$ cat src/rtl/dict_update_ctrl.sv
// Sequencing controller for the FIFO dictionary: streams one cache line word by word,
// decides which words are pushed, and tracks the dictionary write pointer and valid mask.
module dict_update_ctrl #(
    parameter int DATA_WIDTH     = 32,
    parameter int WORDS_PER_LINE = 16,
    parameter int DICT_ENTRIES   = 16
) (
    input  logic                                i_clk,
    input  logic                                i_reset,
    input  logic                                i_start,
    input  logic                                i_clear,
    input  logic                                i_word_valid,
    output logic                                o_word_ready,
    input  logic [DATA_WIDTH-1:0]               i_word,
    input  logic                                i_hit,
    output logic                                o_dict_wr,
    output logic [DATA_WIDTH-1:0]               o_dict_wdata,
    output logic [$clog2(DICT_ENTRIES)-1:0]     o_wr_ptr,
    output logic [DICT_ENTRIES-1:0]             o_valid_mask,
    output logic [$clog2(WORDS_PER_LINE):0]     o_push_count,
    output logic                                o_busy,
    output logic                                o_done
);

    localparam int PW = $clog2(DICT_ENTRIES);
    localparam int CW = $clog2(WORDS_PER_LINE);
    localparam int NW = CW + 1;

    localparam logic [PW-1:0] PTR_LAST = PW'(DICT_ENTRIES - 1);
    localparam logic [CW-1:0] CNT_LAST = CW'(WORDS_PER_LINE - 1);
    localparam logic [NW-1:0] PC_MAX   = NW'(WORDS_PER_LINE);

    typedef enum logic [1:0] {
        S_IDLE,
        S_STREAM,
        S_DONE
    } state_t;

    state_t                  state_q;
    logic [CW-1:0]           cnt_q,  cnt_d;
    logic [PW-1:0]           ptr_q,  ptr_d;
    logic [DICT_ENTRIES-1:0] mask_q, mask_d;
    logic [NW-1:0]           pc_q,   pc_d;
    logic                    accept;
    logic                    push;
    logic                    last_word;

    assign accept    = (state_q == S_STREAM) && i_word_valid;
    assign push      = accept && !i_hit && (i_word != '0);
    assign last_word = accept && (cnt_q == CNT_LAST);

    always_comb begin
        cnt_d  = cnt_q;
        ptr_d  = ptr_q;
        mask_d = mask_q;
        pc_d   = pc_q;
        if ((state_q == S_IDLE) && i_start) begin
            cnt_d = '0;
            pc_d  = '0;
        end
        if (accept) begin
            cnt_d = last_word ? '0 : cnt_q + 1'b1;
        end
        if (push) begin
            ptr_d = (ptr_q == PTR_LAST) ? '0 : ptr_q + 1'b1;
            if (pc_q != PC_MAX) begin
                pc_d = pc_q + 1'b1;
            end
        end
        // Clear applies first so a same-cycle push leaves its own slot marked valid.
        if (i_clear) begin
            mask_d = '0;
        end
        if (push) begin
            mask_d = mask_d | (DICT_ENTRIES'(1) << ptr_q);
        end
    end

    always_ff @(posedge i_clk or posedge i_reset) begin
        if (i_reset) begin
            state_q <= S_IDLE;
            cnt_q   <= '0;
            ptr_q   <= '0;
            mask_q  <= '0;
            pc_q    <= '0;
        end else begin
            cnt_q  <= cnt_d;
            ptr_q  <= ptr_d;
            mask_q <= mask_d;
            pc_q   <= pc_d;
            case (state_q)
                S_IDLE:   if (i_start) state_q <= S_STREAM;
                S_STREAM: if (last_word) state_q <= S_DONE;
                S_DONE:   state_q <= S_IDLE;
                default:  state_q <= S_IDLE;
            endcase
        end
    end

    assign o_word_ready = (state_q == S_STREAM);
    assign o_busy       = (state_q != S_IDLE);
    assign o_done       = (state_q == S_DONE);
    assign o_dict_wr    = push;
    assign o_dict_wdata = i_word;
    assign o_wr_ptr     = ptr_q;
    assign o_valid_mask = mask_q;
    assign o_push_count = pc_q;

endmodule

$ cat config.mk
export PLATFORM = sky130hd
export DESIGN_NAME = dict_update_ctrl
export DESIGN_NICKNAME = d
export VERILOG_FILES = /design/src/rtl/dict_update_ctrl.sv
export SDC_FILE = /design/constraint.sdc
export NUM_CORES = 1
export LEC_CHECK = 0
export ABC_CLOCK_PERIOD_IN_PS = 2000
export CAP_MARGIN = 0
export CORE_AREA = 2 2 73 75
export DETAILED_ROUTE_END_ITERATION = 12
export DIE_AREA = 0 0 75 77
export PLACE_DENSITY_LB_ADDON = 0.05
export SLEW_MARGIN = 20
export SYNTH_ARGS = -nofsm -noshare
export SYNTH_HDL_FRONTEND = slang
export SYNTH_SLANG_ARGS = --single-unit
$ cat constraint.sdc
create_clock -name i_clk -period 2 [get_ports i_clk]
set_clock_uncertainty 0.1 [all_clocks]
set_input_delay 0.2 -clock i_clk [delete_from_list [all_inputs] [get_ports i_clk]]
set_output_delay 0.2 -clock i_clk [all_outputs]
set_load 0.02 [all_outputs]
==> results of run 1 <==
-- worst min path at each step --
stage	start	endpoint	slack, ps
floorplan	i_reset	cnt_q[0]$_DFFE_PP0P_	200
global route	i_reset	o_push_count[3]$_DFF_PP0_	250
finish	i_reset	state_q[0]$_DFFE_PP0P_	190
global placement	cnt_q[3]$_DFFE_PP0P_	cnt_q[3]$_DFFE_PP0P_	380
detailed placement	cnt_q[3]$_DFFE_PP0P_	cnt_q[3]$_DFFE_PP0P_	380
CTS	i_reset	cnt_q[0]$_DFFE_PP0P_	210
-- stage by stage --
stage | TNS [ps] | hold slack, ps | power [W] | instances
floorplan | 0 | 204 | 0.00172 | 207
global placement | -920 | 382 | 0.00226 | 349
detailed placement | -1670 | 380 | 0.00226 | 349
CTS | 0 | 209 | 0.00275 | 359
global route | 0 | 254 | 0.00293 | 360
finish | 0 | 193 | 0.00272 | 360
-- power groups by stage --
stage / logic, W / registers, W / clock network [W]
finish: 0.00127 / 0.000978 / 0.000470
global route: 0.00140 / 0.00101 / 0.000517
CTS: 0.00128 / 0.000980 / 0.000486
detailed placement: 0.00127 / 0.000990 / 0
global placement: 0.00127 / 0.000993 / 0
floorplan: 0.000644 / 0.00108 / 0
-- registers in the layout, indices dropped and copies added (netlist names) --
register / cells
o_valid_mask: 16
o_push_count: 5
cnt_q: 4
o_wr_ptr: 4
state_q: 2
-- worst max-delay path, cell delays in order --
cell	delay (ps)
clkdlybuf4s50_1	430
nor4_2	310
nand4_2	190
o21ai_4	220
inv_4	40
buf_2	150
-- metal layers --
| metal | global-route usage [%] | vias to the layer above | share of wire [%] |
|---|---|---|---|
| li1 | - | 863 | - |
| met1 | 21.0 | 788 | 43 |
| met2 | 25.2 | 69 | 49 |
| met3 | 6.57 | 4 | 7.0 |
| met4 | 3.93 | 0 | 0.55 |
| met5 | 0 | - | 0 |
-- repair_timing --
action                     CTS  global route
setup endpoints to repair    1             1
pin swaps                    3             5
buffers inserted             2             1
resized for setup            4             1
-- synthesized netlist by cell type (4+ instances only) --
master,number,area share [%]
nor2_1,5,0.96
o211ai_1,4,1.5
dfrtp_1,31,40
inv_1,25,4.8
clkbuf_1,4,0.77
nor2b_1,5,1.6
o32ai_1,5,2.2
o22ai_1,11,3.5
nand2_1,19,3.6
nor4_2,7,4.5
ha_1,9,5.8
o21ai_0,8,2.0
a21oi_1,5,1.3
nand3_1,5,1.3
buf_4,32,12
-- area by class of cell --
type                            count  area, um^2  share of cell area [%]
Timing Repair Buffer              113        1090                    36.8
Multi-Input combinational cell    112         821                    27.8
Sequential cell                    31         776                    26.2
Inverter                           26         100                    3.39
Tap cell                           70        87.6                    2.96
Clock buffer                        5        68.8                    2.33
Clock inverter                      3        15.0                   0.508
-- logic make-up after synthesis --
family                     after synthesis
AOI/OAI and AO/OA                       42
muxes                                    5
and+or+nand+nor                         56
buffers and inverters                   64
DFF                                     31
adders and majority gates                9
==> results by group, run 1 <==
Logic synthesis
  • Post-synthesis mux area share: 3.33%
  • Synthesized area: 1950 um^2
  • Synth Flop Type: dfrtp_1
  • Synth Area in XOR/XNOR: 0%
  • Synth cell types: 39
  • Sequential fraction of the synthesis area: 39.7%
  • Avg Inst Size Synth: 9.44 um^2
  • Synth Area in Adders: 5.76%
  • Post-Synthesis Cells: 207
  • Yosys reg bits: 31
  • Number of enable flip-flop cells after synthesis: 0
  • Synth Warn #: 0
  • Largest family of logic cells by synthesized area: buffers and inverters
  • Compound-Gate Fraction of Synth Area: 14.8%
  • Net count after synthesis: 254
  • Ys async rst share: 100%
  • Synth Area in Simple Gates: 17.8%

STA
  • Final setup margin: 158 ps
  • Peak Freq: 543 MHz
  • Fin crit period: 1840 ps
  • Slew @ Worst Pin: 545 ps
  • RSZ-0062 raised after global routing: no
  • Final number of setup-violating endpoints: 0
  • Final Hold Fails: 0
  • Worst slew margin: 63.5%
  • Tcrit/Tclk final: 92.1%
  • Slew Viols, Final: 0

GRT
  • First-pass GRT wire length: 7380 um
  • GRT Util Overall: 16.3%
  • Vias in the first global route: 1630
  • Total gr overflow: 0
  • Largest net degree at the start of global routing: 32
  • Antenna violations before repair: 0

Setup path
  • WP data arrival: 1540 ps
  • Worst reg2reg setup slack: 280 ps
  • Max Fanout on Critical Path: 2
  • Worst flop-to-flop path endpoint: o_valid_mask[4]$_DFF_PP0_
  • Critical path required time: 1700 ps
  • Kind of critical path: input port to output pin
  • Setup crit start: i_word[30]
  • FF-to-FF path depth: 7
  • Worst R2R Start: state_q[1]$_DFFE_PP0P_
  • Crit start category: input port
  • Critical Path End Type: output pin
  • Worst Setup EP: o_dict_wr

Detailed routing
  • Via Count: 1724
  • DRC viols: 0
  • DR WL/cell: 12.6 um
  • Routed WL: 4530 um
  • Post-route ant nets: 0
  • Vias per Instance: 4.79
  • Drt first-iter violations: 93
  • Drt first pass iters: 4

Clocking
  • Hold_buf cts: 0
  • Clock sink total: 31
  • Worst skew pair latency: 280 ps
  • Root buffer cell: clkbuf_8
  • CTS buffer count: 5
  • TritonCTS clock tree: built
  • Reg clk slew, reported paths: 70 ps
  • Maximum root-to-sink buffer count: 2
  • CTS H-tree lvls: 2

Cells and area
  • # fillers: 441
  • Final instance area: 2960 um^2
  • Final Net Count: 336
  • # diodes: 0
  • Fraction of layout cells with a size suffix above 1: 14.1%
  • Final Util: 59.4%
  • Synthesis-to-layout area growth: 51.3%
  • Most frequent cells in the layout: 97 x clkdlybuf4s50_1, 31 x dfrtp_1, 25 x inv_1, 19 x nand2_1, 15 x buf_4
  • Commonest non-fill, non-tap cell in the layout: clkdlybuf4s50_1

Floorplanning
  • Chip height: 77 um
  • Chip width: 75 um
  • Initial Utilization: 39.3%
  • I/O pin cnt: 99
  • Core Area: 4980 um^2
  • # rows: 26
  • Die area: 5780 um^2

Placement
  • Setup WS pre-CTS: -302 ps
  • HPWL after detailed placement: 3510 um
  • Routability cong.: 0.775
  • # port buffers: 98
  • Post-Place Cell Area: 2850 um^2

Pwr
  • Power share of the sequential group: 36.0%
  • VDD IR max: 0.000474 V
  • Clk pwr share: 17.3%
  • Internal power: 0.00165 W
  • NetSw: 0.00107 W
  • Logic pwr share: 46.7%
  • Cell Pwr Density: 919 nW/um^2
  • P_leak: 1.21 nW
  • Sw Ratio: 39.4%

Worst hold path
  • Worst hold path type: input port to async pin

Run status
  • Outcome: finished clean

Job
  • Max-cap violation count: 0
(Power assumes the default switching activity.)
==> run 2: changes to the inputs <==
- CORE_AREA: 2 2 73 75 -> 4 4 75 77
- DIE_AREA: 0 0 75 77 -> 0 0 79 81
==> run 2 against run 1 <==
  * Maximum frequency increased by 0.73%
  * Critical path depth unchanged
  * Cell area increased by 0.17%
  * Critical path type unchanged
==> results by group, run 2 (synthesized netlist as in run 1, its figures left out) <==
Setup path
  • FF-to-FF path depth: 7
  • Crit start category: input port
  • Critical path required time: 1700 ps
  • Worst R2R Start: state_q[1]$_DFFE_PP0P_
  • WP data arrival: 1530 ps
  • Kind of critical path: input port to output pin
  • Setup crit start: i_word[1]
  • Critical Path End Type: output pin
  • Max Fanout on Critical Path: 2
  • Worst flop-to-flop path endpoint: o_wr_ptr[0]$_DFFE_PP0P_
  • Worst Setup EP: o_dict_wr
  • Worst reg2reg setup slack: 350 ps

Run status
  • Outcome: finished clean

Detailed routing
  • Vias per Instance: 4.86
  • Drt first pass iters: 4
  • DR WL/cell: 13.5 um
  • DRC viols: 0
  • Drt first-iter violations: 53
  • Post-route ant nets: 0
  • Via Count: 1740
  • Routed WL: 4820 um

Clocking
  • CTS buffer count: 5
  • Hold_buf cts: 0
  • Worst skew pair latency: 270 ps
  • Post-CTS setup buffer count: 0
  • CTS H-tree lvls: 2
  • TritonCTS clock tree: built
  • Maximum root-to-sink buffer count: 2
  • Reg clk slew, reported paths: 60 ps
  • Root buffer cell: clkbuf_8
  • Clock sink total: 31

Job
  • Max-cap violation count: 0

STA
  • Tcrit/Tclk final: 91.4%
  • Peak Freq: 547 MHz
  • Slew Viols, Final: 0
  • Final Hold Fails: 0
  • Worst slew margin: 62.9%
  • Slew @ Worst Pin: 554 ps
  • Final number of setup-violating endpoints: 0
  • RSZ-0062 raised after global routing: no
  • Fin crit period: 1830 ps
  • Final setup margin: 171 ps
  • WHS: 198 ps

Placement
  • Routability cong.: 0.764
  • Setup WS pre-CTS: -264 ps
  • HPWL after detailed placement: 3770 um
  • # port buffers: 98

Cells and area
  • Final Net Count: 335
  • Area of the multi-input gates: 830 um^2
  • Commonest non-fill, non-tap cell in the layout: clkdlybuf4s50_1
  • Most frequent cells in the layout: 97 x clkdlybuf4s50_1, 31 x dfrtp_1, 25 x inv_1, 19 x nand2_1, 14 x buf_4
  • Max reg flops: 16
  • # fillers: 488
  • Fraction of layout cells with a size suffix above 1: 13.5%
  • # diodes: 0
  • Reg area: 776 um^2
  • Synthesis-to-layout area growth: 51.5%
  • Final Util: 59.1%

Pwr
  • Cell Pwr Density: 924 nW/um^2
  • VDD IR max: 0.000447 V
  • P_leak: 1.21 nW

Floorplanning
  • Chip height: 81 um
  • Initial Utilization: 39.0%
  • I/O pin cnt: 99
  • Core Area: 5010 um^2
  • # rows: 26
  • Chip width: 79 um
  • Die area: 6400 um^2

GRT
  • Total gr overflow: 0
  • Largest net degree at the start of global routing: 32
  • Antenna violations before repair: 0
  • First-pass GRT wire length: 7900 um
  • GRT Util Overall: 15.7%
  • Vias in the first global route: 1746

Worst hold path
  • Worst hold path type: input port to async pin
## run 2: worst max-delay path, stage by stage
cell             delay (ps)
clkdlybuf4s50_1         440
nor4_2                  310
nand4_2                 180
o21ai_4                 210
inv_4                    50
clkbuf_2                150
## run 2: what timing repair did
| item | CTS | global route |
|---|---|---|
| pin swaps | 5 | 0 |
| setup endpoints to repair | 1 | 1 |
| resized for setup | 3 | 2 |
| cloned | 0 | 0 |
## run 2: final cells by class
| class | instances | share of cell area, % |
|---|---|---|
| multi-input combinational | 112 | 28.0 |
| sequential | 31 | 26.2 |
| timing repair buffer | 112 | 36.5 |
| clock buffer | 6 | 2.79 |
| tap | 70 | 2.96 |
| clock inverter | 1 | 0.169 |
| inverter | 26 | 3.38 |
## run 2: metrics by stage
| step | total power (W) | setup TNS, ps | cell area (um^2) | cells |
|---|---|---|---|---|
| finish | 0.00274 | 0 | 2960 | 358 |
| global route | 0.00294 | 0 | 2960 | 358 |
| CTS | 0.00277 | 0 | 2960 | 358 |
| detailed placement | 0.00227 | -690 | 2860 | 351 |
| global placement | 0.00227 | -619 | 2860 | 351 |
| floorplan | 0.00172 | 0 | 1950 | 207 |
## run 2: power by group
group | switching, W | leakage (nW) | internal [W]
Sequential | 0.000194 | 0.411 | 0.000774
Combinational | 0.000644 | 0.751 | 0.000637
Clock | 0.000218 | 0.0470 | 0.000269
## run 2: worst min path at each step
stage	cells after the start	end	start	slack (ps)
2_1_floorplan	1	cnt_q[0]$_DFFE_PP0P_	i_reset	200
3_3_place_gp	1	cnt_q[3]$_DFFE_PP0P_	cnt_q[3]$_DFFE_PP0P_	380
3_5_place_dp	1	cnt_q[3]$_DFFE_PP0P_	cnt_q[3]$_DFFE_PP0P_	380
4_1_cts	3	cnt_q[0]$_DFFE_PP0P_	i_reset	220
5_1_grt	3	cnt_q[0]$_DFFE_PP0P_	i_reset	260
6_report	3	cnt_q[0]$_DFFE_PP0P_	i_reset	200
## run 2: per-layer routing
layer	part of all wire [%]	up-vias	global-route usage, %	wire length [um]
met3	9.3	4	6.21	446
met4	1.6	0	5.67	78
met1	44	810	19.0	2100
li1	-	855	-	-
met5	0	-	0	0
met2	46	71	25.3	2200
==> run 3: changes to the inputs <==
- ABC_CLOCK_PERIOD_IN_PS: 2000 -> not set
- GPL_TIMING_DRIVEN: not set -> 0
==> run 3 against run 2 <==
  * Clock power grew 31%
  * Maximum frequency decreased by 4.7%
  * Cell area rose by 9.5%
  * Critical path type unchanged
  * Register-to-register slack lost 130 ps
==> results by group, run 3 (synthesized netlist as in run 1, its figures left out) <==
Setup path
  • WP data arrival: 1620 ps
  • Kind of critical path: input port to output pin
  • Max Fanout on Critical Path: 6
  • Worst R2R Start: state_q[1]$_DFFE_PP0P_
  • Crit start category: input port
  • Critical path required time: 1700 ps
  • Worst reg2reg setup slack: 220 ps
  • Worst flop-to-flop path endpoint: cnt_q[2]$_DFFE_PP0P_
  • Critical Path End Type: output pin
  • FF-to-FF path depth: 5

Floorplanning
  • Die area: 6400 um^2
  • I/O pin cnt: 99
  • # rows: 26
  • Chip height: 81 um
  • Core Area: 5010 um^2
  • Chip width: 79 um
  • Initial Utilization: 39.0%

GRT
  • GRT Util Overall: 17.5%
  • Total gr overflow: 0
  • First-pass GRT wire length: 8960 um
  • Largest net degree at the start of global routing: 32
  • Antenna violations before repair: 0
  • Vias in the first global route: 1885

Worst hold path
  • Hold Crit Depth: 2
  • Hold Crit Endpoint: o_valid_mask[2]$_DFF_PP0_
  • Hold_sp: i_clear
  • Worst hold path type: input port to register

Pwr
  • Cell Pwr Density: 913 nW/um^2
  • VDD IR max: 0.000419 V
  • NetSw: 0.00112 W
  • P_leak: 1.39 nW
  • Logic pwr share: 45.3%
  • Internal power: 0.00184 W
  • Overall power: 0.00296 W
  • Power share of the sequential group: 33.1%
  • Clk pwr share: 21.7%
  • Sw Ratio: 38.0%

STA
  • Final Hold Fails: 0
  • Slew @ Worst Pin: 632 ps
  • Peak Freq: 521 MHz
  • Worst slew margin: 57.8%
  • Final number of setup-violating endpoints: 0
  • Tcrit/Tclk final: 96.0%
  • Slew Viols, Final: 0
  • Fin crit period: 1920 ps

Clocking
  • Maximum root-to-sink buffer count: 2
  • CTS buffer count: 5
  • CTS H-tree lvls: 2
  • Worst skew pair latency: 280 ps
  • Reg clk slew, reported paths: 70 ps
  • Hold_buf cts: 0
  • Root buffer cell: clkbuf_8
  • Clock sink total: 31
  • TritonCTS clock tree: built

Cells and area
  • Fraction of layout cells with a size suffix above 1: 22.0%
  • Final Net Count: 368
  • Most frequent cells in the layout: 93 x clkdlybuf4s50_1, 43 x buf_4, 31 x dfrtp_1, 24 x inv_1, 19 x nand2_1
  • Cell Count, Final, Fillers Out: 392
  • Synthesis-to-layout area growth: 66.0%
  • Max reg flops: 16
  • Commonest non-fill, non-tap cell in the layout: clkdlybuf4s50_1
  • # diodes: 0
  • # fillers: 454

Placement
  • Routability cong.: 0.762
  • HPWL after detailed placement: 4080 um
  • Placed insts: 374
  • # port buffers: 97

Job
  • Max-cap violation count: 0

Detailed routing
  • Post-route ant nets: 0
  • Drt first pass iters: 4
  • Vias per Instance: 4.78
  • DRC viols: 0
  • DR WL/cell: 13.9 um
  • Via Count: 1872
  • Routed WL: 5450 um
  • Drt first-iter violations: 80

Run status
  • Outcome: finished clean
## run 3: routing by layer
layer	GRT usage, %	up-vias	wire length, um
met5	0	-	0
met3	6.87	5	492
met1	21.6	865	2300
li1	-	927	-
met2	28.6	75	2600
met4	4.64	0	59
## run 3: timing repair
item	CTS	global route
setup endpoints to repair	13	1
hold endpoints to repair	0	0
gates cloned	0	0
pin swaps	5	8
setup buffers	5	5
gates resized for setup	7	7
## run 3: power groups by stage
stage / combinational, W / clock (W) / sequential (W)
after CTS: 0.00134 / 0.000651 / 0.000976
final: 0.00134 / 0.000641 / 0.000979
after detailed placement: 0.00132 / 0 / 0.000984
after global placement: 0.00129 / 0 / 0.000977
after floorplan: 0.000644 / 0 / 0.00108
after global routing: 0.00147 / 0.000680 / 0.00101
## run 3: per-stage QoR
| stage | utilization (%) | worst slack [ps] | hold WS (ps) | instance area, um^2 | TNS (ps) |
|---|---|---|---|---|---|
| 2_1_floorplan | - | 216 | 204 | 1950 | 0 |
| 3_3_place_gp | 60.1 | -677 | 377 | 3010 | -6130 |
| 3_5_place_dp | 60.1 | -681 | 382 | 3010 | -6460 |
| 4_1_cts | 63.4 | 54.5 | 199 | 3180 | 0 |
| 5_1_grt | 64.8 | -6.32 | 216 | 3240 | -6.32 |
| 6_report | 64.8 | 80.7 | 201 | 3240 | 0 |
## run 3: area by class of cell
cell class              instances  area [um^2]  area share, %
clock buffers                   6         82.6           2.55
flip-flops and latches         31          776           23.9
well taps                      70         87.6           2.70
multi-input cells             112          846           26.1
plain buffers                  38          264           8.14
clock inverters                 2         35.0           1.08
inverters                      26          103           3.16
repair buffers                107         1050           32.4
## run 3: worst max-delay path by stage
stage                                       from                 endpoint  slack (ps)  depth (start not counted)
final                                 i_word[17]                o_dict_wr          80                          6
after global routing                  i_word[17]                o_dict_wr          -6                          6
after CTS                             i_word[21]                o_dict_wr          50                          6
after detailed placement              i_word[16]                o_dict_wr        -680                          6
after global placement                 i_word[5]                o_dict_wr        -680                          6
after floorplan           state_q[1]$_DFFE_PP0P_  o_wr_ptr[2]$_DFFE_PP0P_         220                          5
## run 3: critical path, cell delays in order
cell             delay (ps)
clkdlybuf4s50_1         430
nor4_2                  300
nand4_2                 200
o21ai_4                 220
clkinv_4                100
buf_4                   160
